**src/rtl/fifo_wr_arbiter.sv**
```systemverilog
// fifo_wr_arbiter: round-robin burst arbiter merging NUM_REQ writers into one downstream FIFO.
// Defining FIFO_ARB_STATS_EN adds stall_cnt, a saturating count of fifo_full stall cycles.
module fifo_wr_arbiter #(
    parameter int NUM_REQ    = 4,
    parameter int DATA_WIDTH = 8,
    parameter int BURST_MAX  = 4
) (
    input  logic                          clk,
    input  logic                          reset_n,
    input  logic [NUM_REQ-1:0]            req,
    input  logic [NUM_REQ*DATA_WIDTH-1:0] din,
    input  logic [NUM_REQ-1:0]            last,
    input  logic                          fifo_full,
    output logic [NUM_REQ-1:0]            gnt,
    output logic                          fifo_wr,
    output logic [DATA_WIDTH-1:0]         fifo_wdata
`ifdef FIFO_ARB_STATS_EN
    ,
    output logic [15:0]                   stall_cnt
`endif
);
    localparam int IW = $clog2(NUM_REQ);
    typedef enum logic {IDLE, BURST} state_t;
    state_t        state_q, state_d;
    logic [IW-1:0] owner_q, owner_d, rr_q, rr_d;
    logic [3:0]    beat_q, beat_d;
    logic          found;
    logic          burst_end;
    assign fifo_wr    = (state_q == BURST) && req[owner_q] && !fifo_full;
    assign gnt        = fifo_wr ? NUM_REQ'(1) << owner_q : '0;
    assign fifo_wdata = din[owner_q*DATA_WIDTH +: DATA_WIDTH];
    // A dropped request ends the burst even while the FIFO is full.
    assign burst_end  = !req[owner_q] || (fifo_wr && (last[owner_q] || beat_q + 4'd1 == 4'(BURST_MAX)));
    always_comb begin
        state_d = state_q;
        owner_d = owner_q;
        rr_d    = rr_q;
        beat_d  = fifo_wr ? beat_q + 4'd1 : beat_q;
        found   = 1'b0;
        if (state_q == IDLE) begin
            for (int k = 1; k <= NUM_REQ; k++)
                if (!found && req[(int'(rr_q) + k) % NUM_REQ]) begin
                    found   = 1'b1;
                    owner_d = IW'((int'(rr_q) + k) % NUM_REQ);
                end
            if (found) begin
                state_d = BURST;
                beat_d  = '0;
            end
        end else if (burst_end) begin
            state_d = IDLE;
            rr_d    = owner_q;
        end
    end
    always_ff @(posedge clk or negedge reset_n)
        if (!reset_n) begin
            state_q <= IDLE;
            owner_q <= '0;
            rr_q    <= IW'(NUM_REQ - 1);
            beat_q  <= '0;
        end else begin
            state_q <= state_d;
            owner_q <= owner_d;
            rr_q    <= rr_d;
            beat_q  <= beat_d;
        end
`ifdef FIFO_ARB_STATS_EN
    logic [15:0] stall_q;
    assign stall_cnt = stall_q;
    always_ff @(posedge clk or negedge reset_n)
        if (!reset_n)
            stall_q <= '0;
        else if (state_q == BURST && req[owner_q] && fifo_full && stall_q != 16'hFFFF)
            stall_q <= stall_q + 16'd1;
`endif
endmodule

```
**config.mk**
```make
export PLATFORM = sky130hd
export DESIGN_NAME = fifo_wr_arbiter
export DESIGN_NICKNAME = d
export VERILOG_FILES = /design/src/rtl/fifo_wr_arbiter.sv
export SDC_FILE = /design/constraint.sdc
export NUM_CORES = 1
export LEC_CHECK = 0
export BUFFER_PORTS_ARGS = -buffer_cell sky130_fd_sc_hd__buf_2
export CAP_MARGIN = 20
export CORE_ASPECT_RATIO = 1.4
export CORE_MARGIN = 2
export CORE_UTILIZATION = 40
export CTS_BUF_LIST = sky130_fd_sc_hd__clkbuf_4 sky130_fd_sc_hd__clkbuf_8 sky130_fd_sc_hd__clkbuf_16
export CTS_CLUSTER_DIAMETER = 200
export DETAILED_ROUTE_END_ITERATION = 10
export PLACE_DENSITY = 0.79
export SLEW_MARGIN = 15
export SYNTH_ARGS = -nofsm -noshare
export SYNTH_HDL_FRONTEND = slang
export SYNTH_SLANG_ARGS = --single-unit
```
**constraint.sdc**
```tcl
create_clock -name clk -period 2.6 [get_ports clk]
set_input_delay 0.65 -clock clk [delete_from_list [all_inputs] [get_ports clk]]
set_output_delay 0.65 -clock clk [all_outputs]
set_load 0.005 [all_outputs]
```
==> results by group <==
Timing
  – Endpoints failing setup: 0
  – Worst Max-Slew Pin Slew: 0.2842 ns
  – Fin crit share: 95.16%
  – Clock Skew: 0.001099 ns
  – Tmin final: 2.474 ns
  – Slew Viols, Final: 0
  – Fin. Hold Viols: 0
  – RSZ-0062 raised after global routing: no
  – Setup TNS: 0 ns
  – Relative slew margins: 80.89%
  – Achievable Freq: 0.4042 GHz

Floorplan
  – IO Pins: 56
  – Die Width: 41.52 µm
  – Initial Util: 41.45%
  – Core area: 1902 µm²
  – Die Span Y: 56.53 µm
  – Row cnt: 19
  – Die ar.: 2347 µm²

Worst setup path
  – FF-to-FF End: rr_q[1]
  – Highest net fanout along the worst path: 6
  – Worst R2R Setup Slack: 0.94 ns
  – Crit end category: output port
  – Worst Path Arrival: 1.82 ns
  – Worst EP required: 1.95 ns
  – Beginning of the worst register-to-register path: beat_q[0]
  – Worst setup SP type: primary input
  – CP Class: in2out
  – R2R depth: 5

Routing
  – DRT iter0 DRCs: 16
  – WL/cell: 14.39 µm
  – TritonRoute pass-1 iters: 4
  – Routed WL: 2173 µm
  – Via density: 5.497
  – DRC errors left: 0
  – Via Count: 830
  – Post-route ant nets: 0

Logic synthesis
  – Syn Area/Cell: 10.95 µm²
  – Synth Flop Type: dfrtp_1
  – Syn Nets: 116
  – Synth top area share: 25.71%
  – Register area share after synthesis: 28.89%
  – Synth warn: 0
  – Synth async-reset ratio: 100.0%
  – Yosys reg bits: 9
  – Area leader, netlist: mux4_2
  – Synth Instances: 72
  – Synth unique cells: 31
  – Synth area leaders: mux4_2 26%, dfrtp_1 22%, dfstp_2 6.7%, mux2i_1 3.8%, mux2_1 2.9%
  – Synthesized cell area: 788.3 µm²
  – EDFF count, synth: 0

Power and ir drop
  – P per Cell Area: 881.0 nW/µm²
  – Pwr Total: 0.9843 mW
  – Maximum VDD drop: 0.5256 mV
  – Seq pwr share: 26.5%
  – Switching share of power: 39.15%
  – Psw: 0.3854 mW
  – Clock network power share: 12.3%
  – LEAKAGE: 0.5705 nW
  – Internal power: 0.5989 mW
  – Combinational fraction of design power: 61.1%

Min path
  – HP Class: in2async

Flow run
  – Max cap viols: 0

Clocking
  – CTS tree: built
  – Post-CTS sizing: 0
  – Root buffer cell: clkbuf_4
  – CTS sink count: 9
  – Later-pin clock latency in the skew report: 0.26 ns
  – H-tree Lvls: 1
  – Hold buffer count at CTS: 0
  – Post-CTS setup buffers: 0
  – Cts bufs inserted: 3
  – Bufs on Longest Clock Path: 2
  – Clk slew on worst S/H paths: 0.06 ns

Cells and area
  – Antenna Cells: 0
  – Area delta synth->final: 41.75%
  – Final instance area: 1117 µm²
  – Commonest cells after routing, fill and taps aside: 55 x buf_2, 9 x mux4_2, 7 x dfrtp_1, 6 x nand2_1
  – Layout cells sized above 1: 58.46%
  – Filler cell count: 185
  – Commonest non-fill, non-tap cell in the layout: buf_2
  – Final core occ: 58.75%
  – Nets: 175

Status
  – Outcome: finished clean

Global routing
  – GRT Total Usage: 20.53%
  – Vias in the first global route: 891
  – Initial antenna violation count: 0
  – Gr ovfl total: 0
  – Largest net degree at the start of global routing: 17
  – First-pass GRT wire length: 3698 µm

Placed design
  – Placed inst area: 1087 µm²
  – Placer congestion estimate: 0.8107
  – Port-buffer cells: 55
  – Post-DP HPWL: 1812 µm
-- how the worst max path moves through the flow --
| stage | startpoint | end | cells past startpoint |
|---|---|---|---|
| global route | req[3] | gnt[1] | 6 |
| global placement | req[3] | gnt[3] | 6 |
| finish | req[3] | gnt[1] | 6 |
| floorplan | req[3] | gnt[1] | 4 |
| CTS | req[3] | gnt[1] | 6 |
| detailed placement | req[3] | gnt[1] | 6 |
-- layout make-up --
type | instances | area, µm² | area share [%]
multi-input combinational | 56 | 524.3 | 46.92
inverter | 3 | 11.26 | 1.008
clock buffer | 4 | 30.03 | 2.688
timing repair buffer | 58 | 297.8 | 26.65
tap | 21 | 26.28 | 2.352
sequential | 9 | 227.7 | 20.38
-- synth_stat cells (2+ instances only) --
library cell,count
nor2_1,3
nor2b_1,3
dfrtp_1,7
xnor2_1,2
a21oi_1,2
and3_1,2
nor3_1,2
mux4_2,9
mux2_1,2
inv_1,3
mux2i_1,3
nand3_1,2
o31ai_1,3
o21ai_0,4
nand2_1,6
dfstp_2,2
nand2b_1,2
buf_2,2
-- power by group through the flow --
| stage | Clock (mW) | Combinational, mW | Sequential, mW |
|---|---|---|---|
| 6_report | 0.121 | 0.602 | 0.261 |
| 5_1_grt | 0.130 | 0.666 | 0.269 |
| 4_1_cts | 0.125 | 0.609 | 0.260 |
| 3_5_place_dp | 0 | 0.606 | 0.263 |
| 3_3_place_gp | 0 | 0.585 | 0.256 |
| 2_1_floorplan | 0 | 0.440 | 0.242 |
-- critical path, cell delays in order --
cell and delay, ns:
buf_2 0.13, mux4_2 0.52, nand3b_2 0.11, inv_1 0.11, and3_1 0.19, buf_2 0.12
-- through the flow --
stage	instances	setup WS [ns]	hold WS (ns)
2_1_floorplan	72	0.3721	0.3544
3_5_place_dp	147	0.1399	0.4778
6_report	151	0.1258	0.2265
5_1_grt	151	0.06818	0.2340
3_3_place_gp	147	0.1700	0.4791
4_1_cts	151	0.1266	0.2234
-- logic make-up after synthesis --
group | Yosys count | synth area share (%)
AOI/OAI and AO/OA | 17 | 15.24
xor gates and xnor gates | 2 | 2.223
adders and majority gates | 1 | 1.587
buffers and inverters | 7 | 4.603
DFF | 9 | 28.89
muxes | 14 | 32.38
and+or+nand+nor | 22 | 15.08
-- flip-flops by register name, summed over array words and instances (netlist names) --
name,count
beat_q,4
owner_q,2
rr_q,2
state_q,1
-- metal layers --
metal  global-route usage, %  share of wire (%)
met4                   17.05                4.1
met3                   2.894                3.7
met5                       0                  0
met2                   35.71                 56
met1                   21.07                 36
(Power assumes the default switching activity.)
